## config.mk

```make
export PLATFORM = sky130hd
export DESIGN_NAME = scrambler_pipe
export DESIGN_NICKNAME = d
export VERILOG_FILES = /design/src/rtl/scrambler_pipe.sv
export SDC_FILE = /design/constraint.sdc
export NUM_CORES = 1
export LEC_CHECK = 0
export CAP_MARGIN = 15
export CORE_ASPECT_RATIO = 0.8
export CORE_MARGIN = 3
export CORE_UTILIZATION = 60
export DETAILED_ROUTE_END_ITERATION = 6
export HOLD_SLACK_MARGIN = 0.03
export PLACE_DENSITY = 0.95
export SLEW_MARGIN = 20
export SYNTH_ARGS = -nofsm -noshare
export SYNTH_HDL_FRONTEND = slang
export SYNTH_SLANG_ARGS = --single-unit
export TNS_END_PERCENT = 1
```

## constraint.sdc

```tcl
create_clock -name clk -period 5.05 [get_ports clk]
set_input_delay 1.01 -clock clk [delete_from_list [all_inputs] [get_ports clk]]
set_output_delay 1.01 -clock clk [all_outputs]
set_load 0.01 [all_outputs]
```

## src/rtl/scrambler_pipe.sv

```systemverilog
// scrambler_pipe: two-stage additive scrambler/descrambler for DATA_BYTES bytes
// per beat, using the x^16+x^5+x^4+x^3+1 Galois LFSR. K-characters are never
// altered. COM reseeds the LFSR, SKP freezes it, and other K-codes advance it.
// Optional build macro SCRAM_LFSR_OBS_EN adds the lfsr_state and com_seen
// observation ports.
//
// Handshake: a beat moves on an edge where valid && ready. Both pipeline
// stages and the LFSR advance together only when adv = !out_valid || out_ready,
// and in_ready is adv. While out_valid=1 and out_ready=0, every output and the
// LFSR hold.
module scrambler_pipe #(
    parameter int          DATA_BYTES = 2,
    parameter logic [15:0] SEED       = 16'hFFFF,
    parameter logic [15:0] POLY       = 16'h0039,
    parameter logic [7:0]  COM_SYM    = 8'hBC,
    parameter logic [7:0]  SKP_SYM    = 8'h1C
) (
    input  logic                      clk,
    input  logic                      rst_n,
    input  logic                      scram_en,
    input  logic                      scram_rst,
    input  logic                      in_valid,
    output logic                      in_ready,
    input  logic [8*DATA_BYTES-1:0]   in_data,
    input  logic [DATA_BYTES-1:0]     in_k,
    output logic                      out_valid,
    input  logic                      out_ready,
    output logic [8*DATA_BYTES-1:0]   out_data,
    output logic [DATA_BYTES-1:0]     out_k
`ifdef SCRAM_LFSR_OBS_EN
    ,
    output logic [15:0]               lfsr_state,
    output logic                      com_seen
`endif
);

    localparam int W = 8 * DATA_BYTES;

    logic            adv;
    logic            s1_valid_q;
    logic [W-1:0]    s1_data_q;
    logic [DATA_BYTES-1:0] s1_k_q;
    logic            s1_en_q;
    logic            out_valid_q;
    logic [W-1:0]    out_data_q;
    logic [DATA_BYTES-1:0] out_k_q;
    logic [15:0]     lfsr_q;
    logic [15:0]     lfsr_d;
    logic [W-1:0]    out_data_d;
    logic [7:0]      byte_v;
`ifdef SCRAM_LFSR_OBS_EN
    logic            com_d;
    logic            out_com_q;
    logic            com_seen_q;
`endif

    // One Galois step; the bit shifted out of bit 15 is the keystream bit.
    function automatic logic [15:0] lfsr_step(input logic [15:0] s);
        return {s[14:0], 1'b0} ^ (s[15] ? POLY : 16'h0000);
    endfunction

    assign adv       = !out_valid_q || out_ready;
    assign in_ready  = adv;
    assign out_valid = out_valid_q;
    assign out_data  = out_data_q;
    assign out_k     = out_k_q;

    // Walk the stage-1 bytes in order, chaining the LFSR state byte to byte.
    always_comb begin
        lfsr_d     = lfsr_q;
        out_data_d = s1_data_q;
        byte_v     = 8'h00;
`ifdef SCRAM_LFSR_OBS_EN
        com_d      = 1'b0;
`endif
        for (int b = 0; b < DATA_BYTES; b++) begin
            byte_v = s1_data_q[8*b +: 8];
            if (s1_k_q[b] && (byte_v == COM_SYM)) begin
                // COM reseeds even in bypass; the following byte uses SEED.
                lfsr_d = SEED;
`ifdef SCRAM_LFSR_OBS_EN
                com_d  = 1'b1;
`endif
            end else if (s1_en_q) begin
                if (!s1_k_q[b]) begin
                    for (int i = 0; i < 8; i++) begin
                        byte_v[i] = byte_v[i] ^ lfsr_d[15];
                        lfsr_d    = lfsr_step(lfsr_d);
                    end
                end else if (byte_v != SKP_SYM) begin
                    for (int i = 0; i < 8; i++) begin
                        lfsr_d = lfsr_step(lfsr_d);
                    end
                end
            end
            out_data_d[8*b +: 8] = byte_v;
        end
    end

    // Stage 1: capture the incoming beat and its per-beat scramble enable.
    always_ff @(posedge clk or negedge rst_n) begin
        if (!rst_n) begin
            s1_valid_q <= 1'b0;
            s1_data_q  <= '0;
            s1_k_q     <= '0;
            s1_en_q    <= 1'b0;
        end else if (adv) begin
            s1_valid_q <= in_valid;
            if (in_valid) begin
                s1_data_q <= in_data;
                s1_k_q    <= in_k;
                s1_en_q   <= scram_en;
            end
        end
    end

    // Stage 2: register the processed bytes and the matching K flags.
    always_ff @(posedge clk or negedge rst_n) begin
        if (!rst_n) begin
            out_valid_q <= 1'b0;
            out_data_q  <= '0;
            out_k_q     <= '0;
        end else if (adv) begin
            out_valid_q <= s1_valid_q;
            if (s1_valid_q) begin
                out_data_q <= out_data_d;
                out_k_q    <= s1_k_q;
            end
        end
    end

    // LFSR: scram_rst wins over the advance; the beat moving on the same edge
    // has already been processed with the pre-reload state.
    always_ff @(posedge clk or negedge rst_n) begin
        if (!rst_n) begin
            lfsr_q <= SEED;
        end else if (scram_rst) begin
            lfsr_q <= SEED;
        end else if (s1_valid_q && adv) begin
            lfsr_q <= lfsr_d;
        end
    end

`ifdef SCRAM_LFSR_OBS_EN
    // Observation: flag COM beats in stage 2 and pulse when one is taken.
    always_ff @(posedge clk or negedge rst_n) begin
        if (!rst_n) begin
            out_com_q  <= 1'b0;
            com_seen_q <= 1'b0;
        end else begin
            com_seen_q <= out_valid_q && out_ready && out_com_q;
            if (adv && s1_valid_q) begin
                out_com_q <= com_d;
            end
        end
    end

    assign lfsr_state = lfsr_q;
    assign com_seen   = com_seen_q;
`endif

endmodule

```

### Yosys cells after proc, flatten, opt, wreduce, memory -nomap -nowiden

Cells that the tools add are included.

| storage, ports and cells | value |
|---|---|
| register bits | 55 |
| output and inout bits | 20 |

| cells by class | value |
|---|---|
| equal/unequal tests | 4 |
| muxes and demuxes | 32 |
| bitwise gates (word level) | 32 |
| reduce and logical (&&, ||, !) cells | 8 |

Operators with widths:

| cell | count |
|---|---|
| $xor 16x6->16 | 16 |
| $mux 16 | 10 |
| $mux 6 | 16 |
| $mux 8 | 6 |
| $eq 8x8->1 const B | 2 |
| $ne 8x5->1 const B | 2 |
| $xor 1x1->1 | 16 |
| $reduce_and 2->1 | 2 |
| $logic_and 1x1->1 | 3 |
| $reduce_bool 2->1 | 1 |
| $logic_not 1->1 | 1 |
| $logic_or 1x1->1 | 1 |

### Longest topological paths before layout

Gate-level depths: netlist of run 1.

| logic depth | value |
|---|---|
| depth in word-level cells | 42 |
| gate-level depth with buffers | 9 |

### Worst setup path before layout of run 1

No wires, ideal clock.

| path | value |
|---|---|
| path type | input-to-reg |
| start point | in out_ready |
| end point | reg lfsr_q[5] |
| arrival time | 2290 ps |
| setup slack | 2676 ps |
| stages | 8 |
| cells stage by stage | nand2b_1 > clkbuf_1 > nand3b_1 > or2_2 > clkbuf_1 > o21bai_1 > a221oi_1 > nor2_1 |

| between the ends | value |
|---|---|
| word-level cells in the longest chain between the ends | 3 |

RTL lines:

| element | line | text |
|---|---|---|
| start: declaration | 27 | `input logic out_ready,` |
| $logic_or 1x1->1 | 62 | `assign adv = !out_valid_q \|\| out_ready;` |
| named net in_ready | 23 | `output logic in_ready,` |
| $logic_and 1x1->1 | 139 | `end else if (s1_valid_q && adv) begin` |
| $reduce_bool 2->1 (no source line) | - |  |
| end signal: assignment | 140 | `lfsr_q <= lfsr_d;` |
| end: declaration | 47 | `logic [15:0] lfsr_q;` |

The timed path passes the listed nets, and every way through them passes these cells.
A chain may end at the register's enable or synchronous reset.

### Final worst setup path of run 1

| path | value |
|---|---|
| start point | in out_ready |
| end point | reg lfsr_q[1] |

| between the ends | value |
|---|---|
| word-level cells in the longest chain between the ends | 3 |

RTL lines:

| element | line |
|---|---|
| $logic_or 1x1->1 | 62 |
| $logic_and 1x1->1 | 139 |
| $reduce_bool 2->1 (no source line) | - |

No other way between the ends.

==> results of run 1 <==
## cell type report
cell class / count / area share
tap: 75 / 0.0240
clock buffer: 6 / 0.0211
inverter: 2 / 0.00192
multi-input combinational: 261 / 0.479
clock inverter: 2 / 0.00416
sequential: 55 / 0.357
timing repair buffer: 45 / 0.113
## registers in the layout (all words and copies together), names as in the netlist
name / count
out_data: 16
s1_k_q: 2
lfsr_q: 16
s1_valid_q: 1
s1_en_q: 1
out_k: 2
s1_data_q: 16
out_valid: 1
## routing by layer
layer / global-route usage / up-vias / routed length, um
met4: 0.115 / 0 / 174
met2: 0.425 / 156 / 3850
met5: 0 / - / 0
li1: - / 1242 / -
met1: 0.353 / 1272 / 3500
met3: 0.0670 / 19 / 816
## synthesized netlist by cell type (all sizes together) (10+ instances only)
library cell / count / area, sq um
buf: 10 / 55.1
dfrtp: 39 / 976
o21ai: 26 / 130
nor2: 30 / 113
dfstp: 16 / 420
mux2: 23 / 259
xor2: 18 / 158
a31oi: 10 / 77.6
clkbuf: 16 / 60.1
xnor2: 37 / 324
nand2: 45 / 169
## worst max-delay path by stage
stage | depth (start not counted) | slack (ns) | from | end
6_report | 7 | 1.72 | out_ready | lfsr_q[1]
3_3_place_gp | 6 | 1.58 | out_ready | lfsr_q[3]
3_5_place_dp | 7 | 1.45 | out_ready | lfsr_q[1]
5_1_grt | 7 | 1.48 | out_ready | lfsr_q[1]
2_1_floorplan | 8 | 2.68 | out_ready | lfsr_q[5]
4_1_cts | 7 | 1.78 | out_ready | lfsr_q[1]
## power breakdown
| group | internal (mW) | switching, mW | leakage, nW |
|---|---|---|---|
| combinational | 0.461 | 0.422 | 0.893 |
| sequential | 0.574 | 0.139 | 0.634 |
| clock | 0.112 | 0.154 | 0.0474 |
| total | 1.15 | 0.715 | 1.57 |
## cell usage in the layout, fill, tap and decap left out, types with 2 or more instances in the layout
| cell type | netlist | final |
|---|---|---|
| a221oi_1 | 6 | 6 |
| dfstp_2 | 16 | 16 |
| nand2b_1 | 5 | 5 |
| a31oi_1 | 9 | 9 |
| dfrtp_1 | 39 | 39 |
| o21a_1 | 2 | 2 |
| nor2_1 | 30 | 30 |
| nand2_1 | 45 | 45 |
| xnor2_1 | 37 | 37 |
| clkdlybuf4s50_1 | 0 | 42 |
| and3_1 | 2 | 2 |
| xor2_1 | 18 | 18 |
| or2_2 | 2 | 2 |
| mux2i_1 | 6 | 6 |
| inv_1 | 2 | 2 |
| buf_4 | 2 | 2 |
| nor3_1 | 3 | 3 |
| clkbuf_8 | 0 | 6 |
| nand3_1 | 5 | 5 |
| a21oi_1 | 8 | 8 |
| a21boi_0 | 2 | 2 |
| o21ai_0 | 26 | 26 |
| o22ai_1 | 3 | 3 |
| o32a_1 | 2 | 2 |
| mux2_2 | 23 | 23 |
| xnor3_1 | 6 | 6 |
| mux2i_2 | 2 | 2 |
## through the flow
step,setup slack (ns),utilization,total power [mW],std cells
finish,1.72,0.746,1.86,446
detailed placement,1.45,0.727,1.59,438
floorplan,2.68,-,1.29,344
global placement,1.58,0.727,1.55,438
CTS,1.78,0.746,1.85,446
global route,1.48,0.746,1.97,446
## cell families (layout without fill, tap and decap cells)
| group | Yosys count | after routing |
|---|---|---|
| AOI/OAI and AO/OA | 68 | 68 |
| DFF | 55 | 55 |
| muxes | 31 | 31 |
| xor gates and xnor gates | 61 | 61 |
| buffers and inverters | 28 | 55 |
| and+or+nand+nor | 101 | 101 |
## worst reg2reg max path, stage by stage (launching register included)
cell      delay (ns)
dfrtp_1         0.42
and4b_1         0.31
a31oi_4         0.69
mux2i_2         0.47
xnor3_1         0.47
a221oi_1        0.27
nor2_1          0.07
==> results.md, run 1 <==
* Register area at 0.00140 sq mm
* Highest Clock Rate at 300 MHz
* Synth Warn # at 0
* Finish-stage setup viols at 0
* Antenna Violating Nets Remaining at 0
* Worst path max stage delay at 0.75 ns
* Critical path type: in -> reg
* Final wirelength at 8340 um
* Max FO, Critical Path at 35
* WHS Endpoint: out_data[6]
* Number of global-route vias before repair at 2739
* Synth cell types at 46
* H-tree depth at 2
* Slew Limit Headroom at 0.359
* Clk slew on worst S/H paths at 0.10 ns
* Routed len/inst at 18.7 um
* Adder-Cell Fraction of Synth Area at 0
* Hold_buf cts at 0
* Setup Total Neg Slack at 0 ns
* Gp weighted congestion at 0.912
* Post-DR vias/cell at 6.03
* Synth Area in Compound Gates at 0.132
* Hold depth at 2
* Seq cells post-synth at 55
* CP top delay family: simple AND/OR/NAND/NOR gates
* PwrDens at 476 mW/mm^2
* Total CTS buffers at 5
* Antenna Cells at 0
* Reg-to-reg endpoint: lfsr_q[8]
* CP most frequent cell: nand2b_1
* Cell Area, Synth at 0.00339 sq mm
* Proportion of layout cells with a drive suffix above 1 at 0.154
* Hold WS at 0.487 ns
* Overflow after GRT at 0
* Area post-placement at 0.00381 sq mm
* Clock Path Buffers at 2
* Clock Skews at 0.00520 ns
* Combinational family with the most area after synthesis: XOR/XNOR gates
* First-pass GRT wire length at 13700 um
* Via count at 2689
* RSZ-0062 raised after global routing: false
* Nets at 394
* Pin slew with the least headroom to its limit at 0.948 ns
* Core Rows at 23
* CP Data Arrival Time at 3.58 ns
* Tmin final at 3.33 ns
* Synth Area per Inst at 9.86 sq um
* Post-CTS sizing at 0
* Filler Cell Count at 372
* DIE WIDTH at 90.1 um
* DP HPWL at 6240 um
* GRT Resource Usage Total at 0.267
* Area of the multi-input gates at 0.00187 sq mm
* Worst skew pair latency at 0.33 ns
* Initial antenna violation count at 0
* Starting DRC count in detailed routing at 294
* XOR/XNOR share of the synthesized area at 0.182
* Cell count after synthesis at 344
* Reg2reg setup slack at 2.28 ns
* Post-Syn Nets at 368
* Path depth of the worst reg2reg path at 6
* Hold Fails Final Rpt at 0
* CTS root buf: clkbuf_8
* Slowest CP cell: nand2b_1
* Post-synthesis mux area share at 0.102
* Hold Crit Start: out_data[6]
* Crit path buf inv count at 1
* I/O pin count at 44
* Largest net degree at the start of global routing at 36
* Crit. End Element: flop
* First-pass detailed-route iteration total at 6
* Number of synthesized flops with an enable pin at 0
* Leak Pwr at 1.57 nW
* Status: completed
* Post-CTS Setup Inserts at 0
* Fin area at 0.00391 sq mm
* Max Cap Violations at 0
* Nature of the critical path startpoint: primary input
* Slew Limit Fails at 0
* CTS tree: built
* RR Startpoint: s1_data_q[3]
* Number of I/O port buffers at 43
* Initial Utilization at 0.647
* Placeable core area at 0.00524 sq mm
* Period utilization at 0.659
* Chip Height at 73.2 um
* # DRC at 0
* Hold crit path type: reg -> reg
* Worst-case vdd ir drop at 0.212 mV
* Crit path cell chain: clkdlybuf4s50_1, nand2b_1, nand2_1, nand2b_1, a21boi_0, nor2_1, a21oi_1
* Die area at 0.00660 sq mm
* Synth Area in Simple Gates at 0.136
* Required @ worst endpoint at 5.31 ns
* Ys async rst share at 1.00
* # clock sinks at 55
* Seq/Total Area, Yosys at 0.412
* Main flop type after synthesis: dfrtp_1
* Area added between synthesis and finish at 15.3%
Note: power is estimated with default switching activity, not from simulation.
==> run 2, diff against run 1 <==
--- a/config.mk
+++ b/config.mk
@@ -8,10 +8,10 @@
 export CAP_MARGIN = 15
 export CORE_ASPECT_RATIO = 0.8
 export CORE_MARGIN = 3
-export CORE_UTILIZATION = 60
+export CORE_UTILIZATION = 56
 export DETAILED_ROUTE_END_ITERATION = 6
 export HOLD_SLACK_MARGIN = 0.03
-export PLACE_DENSITY = 0.95
+export PLACE_DENSITY = 0.91
 export SLEW_MARGIN = 20
 export SYNTH_ARGS = -nofsm -noshare
 export SYNTH_HDL_FRONTEND = slang
==> constraint.sdc (replaced) <==
create_clock -name clk -period 3.3 [get_ports clk]
set_input_delay 0.66 -clock clk [delete_from_list [all_inputs] [get_ports clk]]
set_output_delay 0.66 -clock clk [all_outputs]
set_load 0.01 [all_outputs]
==> run 2 against run 1 <==
Compared with the run above: global-route usage is 1.5 points lower; cell count is 2.0% higher; critical path depth is 4 lower; worst hold slack worse by 0.13 ns; setup slack worse by 0.97 ns; die area is 6.6% higher; clock power is 41% higher; flip-flop and latch count stayed put; register-to-register slack worse by 1.5 ns; sequential power is 53% higher; critical path type is now in -> out; critical endpoint is now in_ready; largest cell class unchanged.
==> results.md, run 2 (same netlist as run 1, synthesis figures left out) <==
* Status: completed
* Pint at 1.74 mW (+52%)
* Non-filler cells, final at 455 (+2.0%)
* Sw power at 1.08 mW (+51%)
* Nature of the critical path startpoint: primary input
* Highest Clock Rate at 392 MHz
* Slew Limit Headroom at 0.428 (+0.0689)
* Initial Utilization at 0.601 (-0.0468)
* # DRC at 0 (unchanged)
* Met2 Track Usage GR at 0.397 (-0.0288)
* CP Data Arrival Time at 1.89 ns (-1.69 ns)
* Largest net degree at the start of global routing at 51 (+42%)
* Clk pwr share at 0.133 (-0.010)
* H-tree depth at 2 (unchanged)
* Max FO, Critical Path at 6 (-83%)
* Seq pwr share at 0.387 (+0.004)
* Overflow after GRT at 0 (unchanged)
* Required @ worst endpoint at 2.64 ns (-2.67 ns)
* Met3 Use GR at 0.0632 (-0.00383)
* CP most frequent cell: clkdlybuf4s50_1
* Critical path type: in -> out
* DIE WIDTH at 93.0 um (+3.3%)
* Post-CTS sizing at 0 (unchanged)
* RSZ-0062 raised after global routing: false
* Clock Skews at 0.00682 ns (+0.00162 ns)
* Sw Ratio at 0.382 (-0.00160)
* Core Rows at 24 (+4.3%)
* Nets at 400 (+1.5%)
* Antenna Violating Nets Remaining at 0 (unchanged)
* Worst path max stage delay at 0.58 ns (-0.17 ns)
* Number of global-route vias before repair at 2685 (-2.0%)
* Gp weighted congestion at 0.951 (+4.3%)
* Crit path cell chain: clkdlybuf4s50_1, nand2b_1, clkdlybuf4s50_1
* Die area at 0.00703 sq mm (+6.6%)
* Proportion of layout cells with a drive suffix above 1 at 0.164 (+0.0108)
* # clock sinks at 55 (unchanged)
* Max Cap Violations at 0 (unchanged)
* GRT Resource Usage Total at 0.252 (-0.0152)
* Starting DRC count in detailed routing at 401 (+36%)
* Routed len/inst at 18.4 um (-1.7%)
* Total CTS buffers at 5 (unchanged)
* Tot Pwr at 2.82 mW (+51%)
* Number of I/O port buffers at 43 (unchanged)
* Chip Height at 75.6 um (+3.2%)
* Post-DR vias/cell at 6.08 (+0.79%)
* Worst skew pair latency at 0.32 ns (about the same)
* Initial antenna violation count at 0 (unchanged)
* Hold WS at 0.353 ns (-0.134 ns)
* Crit. End Element: output pin
* Clk slew on worst S/H paths at 0.10 ns (about the same)
* Placeable core area at 0.00565 sq mm (+7.8%)
* CP top delay family: buffers and inverters
* Finish-stage setup viols at 0 (unchanged)
* Post-CTS Setup Inserts at 0 (unchanged)
* First-pass detailed-route iteration total at 5 (-1)
* Met1 Use GR at 0.341 (-0.0122)
* Period utilization at 0.773
* Final wirelength at 8360 um (+0.31%)
* Commonest non-fill, non-tap cell in the layout: nand2_1
* CTS root buf: clkbuf_8
* Slowest CP cell: clkdlybuf4s50_1
* Tmin final at 2.55 ns
* DP HPWL at 5960 um (-4.5%)
* Hold_buf cts at 0 (unchanged)
* Antenna Cells at 0 (unchanged)
* Critical Path Stages at 3 (-4)
* First-pass GRT wire length at 13500 um (-1.5%)
* Worst-case vdd ir drop at 0.326 mV (+54%)
* Slew Limit Fails at 0 (unchanged)
* Hold crit path type: in -> async
* Global-route layer with the greatest usage: met2
* Clock Path Buffers at 2 (unchanged)
* Via count at 2765 (+2.8%)
* Area added between synthesis and finish at 16.4%
* Setup Total Neg Slack at 0 ns (unchanged)
* Logic pwr share at 0.480 (+0.006)
* CTS tree: built
* Pin slew with the least headroom to its limit at 0.846 ns (-0.102 ns)
* Leak Pwr at 1.60 nW (+1.5%)
* Crit path buf inv count at 2 (+1)
* Commonest cells after routing, fill and taps aside: nand2_1, clkdlybuf4s50_1, dfrtp_1
* PwrDens at 715 mW/mm^2 (+50%)
* Path depth of the worst reg2reg path at 5 (-1)
* Dpl cells at 447 (+2.1%)
* I/O pin count at 44 (unchanged)
* Hold Fails Final Rpt at 0 (unchanged)
-- run 2: changes by cell type in the layout (fill, tap and decap cells not counted) --
| cell | previous run | this run |
|---|---|---|
| buf_2 | 1 | 0 |
| buf_4 | 2 | 9 |
| clkbuf_1 | 0 | 1 |
| clkbuf_8 | 6 | 5 |
| clkinv_2 | 0 | 1 |
| clkinv_4 | 1 | 0 |
-- run 2: layout make-up --
class                           instances  area [sq um]
Clock inverter                          2          12.5
Inverter                                2          7.51
Multi-Input combinational cell        261          1870
Tap cell                               78          97.6
Fill cell                             440          1700
Clock buffer                            6          72.6
Timing Repair Buffer                   51           488
Sequential cell                        55          1400
-- run 2: path summary, 6_finish.rpt --
check                              from       endpoint  slack, ns
max                           out_ready       in_ready       0.75
min in group clk           out_data[11]   out_data[11]       0.49
max in group asynchronous         rst_n     lfsr_q[15]       2.30
min                               rst_n  s1_data_q[10]       0.35
max reg2reg                   s1_k_q[1]      lfsr_q[3]       0.82
min reg2reg                out_data[11]   out_data[11]       0.49
-- run 2: metal layers --
metal	share of wire	vias up
met4	0.027	0
met2	0.44	167
met3	0.095	24
met5	0	-
met1	0.44	1323
li1	-	1251
-- run 2: power groups by stage --
| stage | sequential, mW | combinational, mW | clock (mW) |
|---|---|---|---|
| floorplan | 1.03 | 0.946 | 0 |
| global route | 1.11 | 1.47 | 0.402 |
| global placement | 1.09 | 1.31 | 0 |
| CTS | 1.09 | 1.34 | 0.382 |
| finish | 1.09 | 1.35 | 0.375 |
| detailed placement | 1.10 | 1.33 | 0 |
-- run 2: metrics by stage --
| step | setup WS, ns | area [sq um] | utilization |
|---|---|---|---|
| after floorplan | 1.17 | 3390 | - |
| after global placement | 0.780 | 3860 | 0.684 |
| after detailed placement | 0.752 | 3860 | 0.684 |
| after CTS | 0.743 | 3940 | 0.699 |
| after global routing | 0.655 | 3950 | 0.699 |
| final | 0.750 | 3950 | 0.699 |
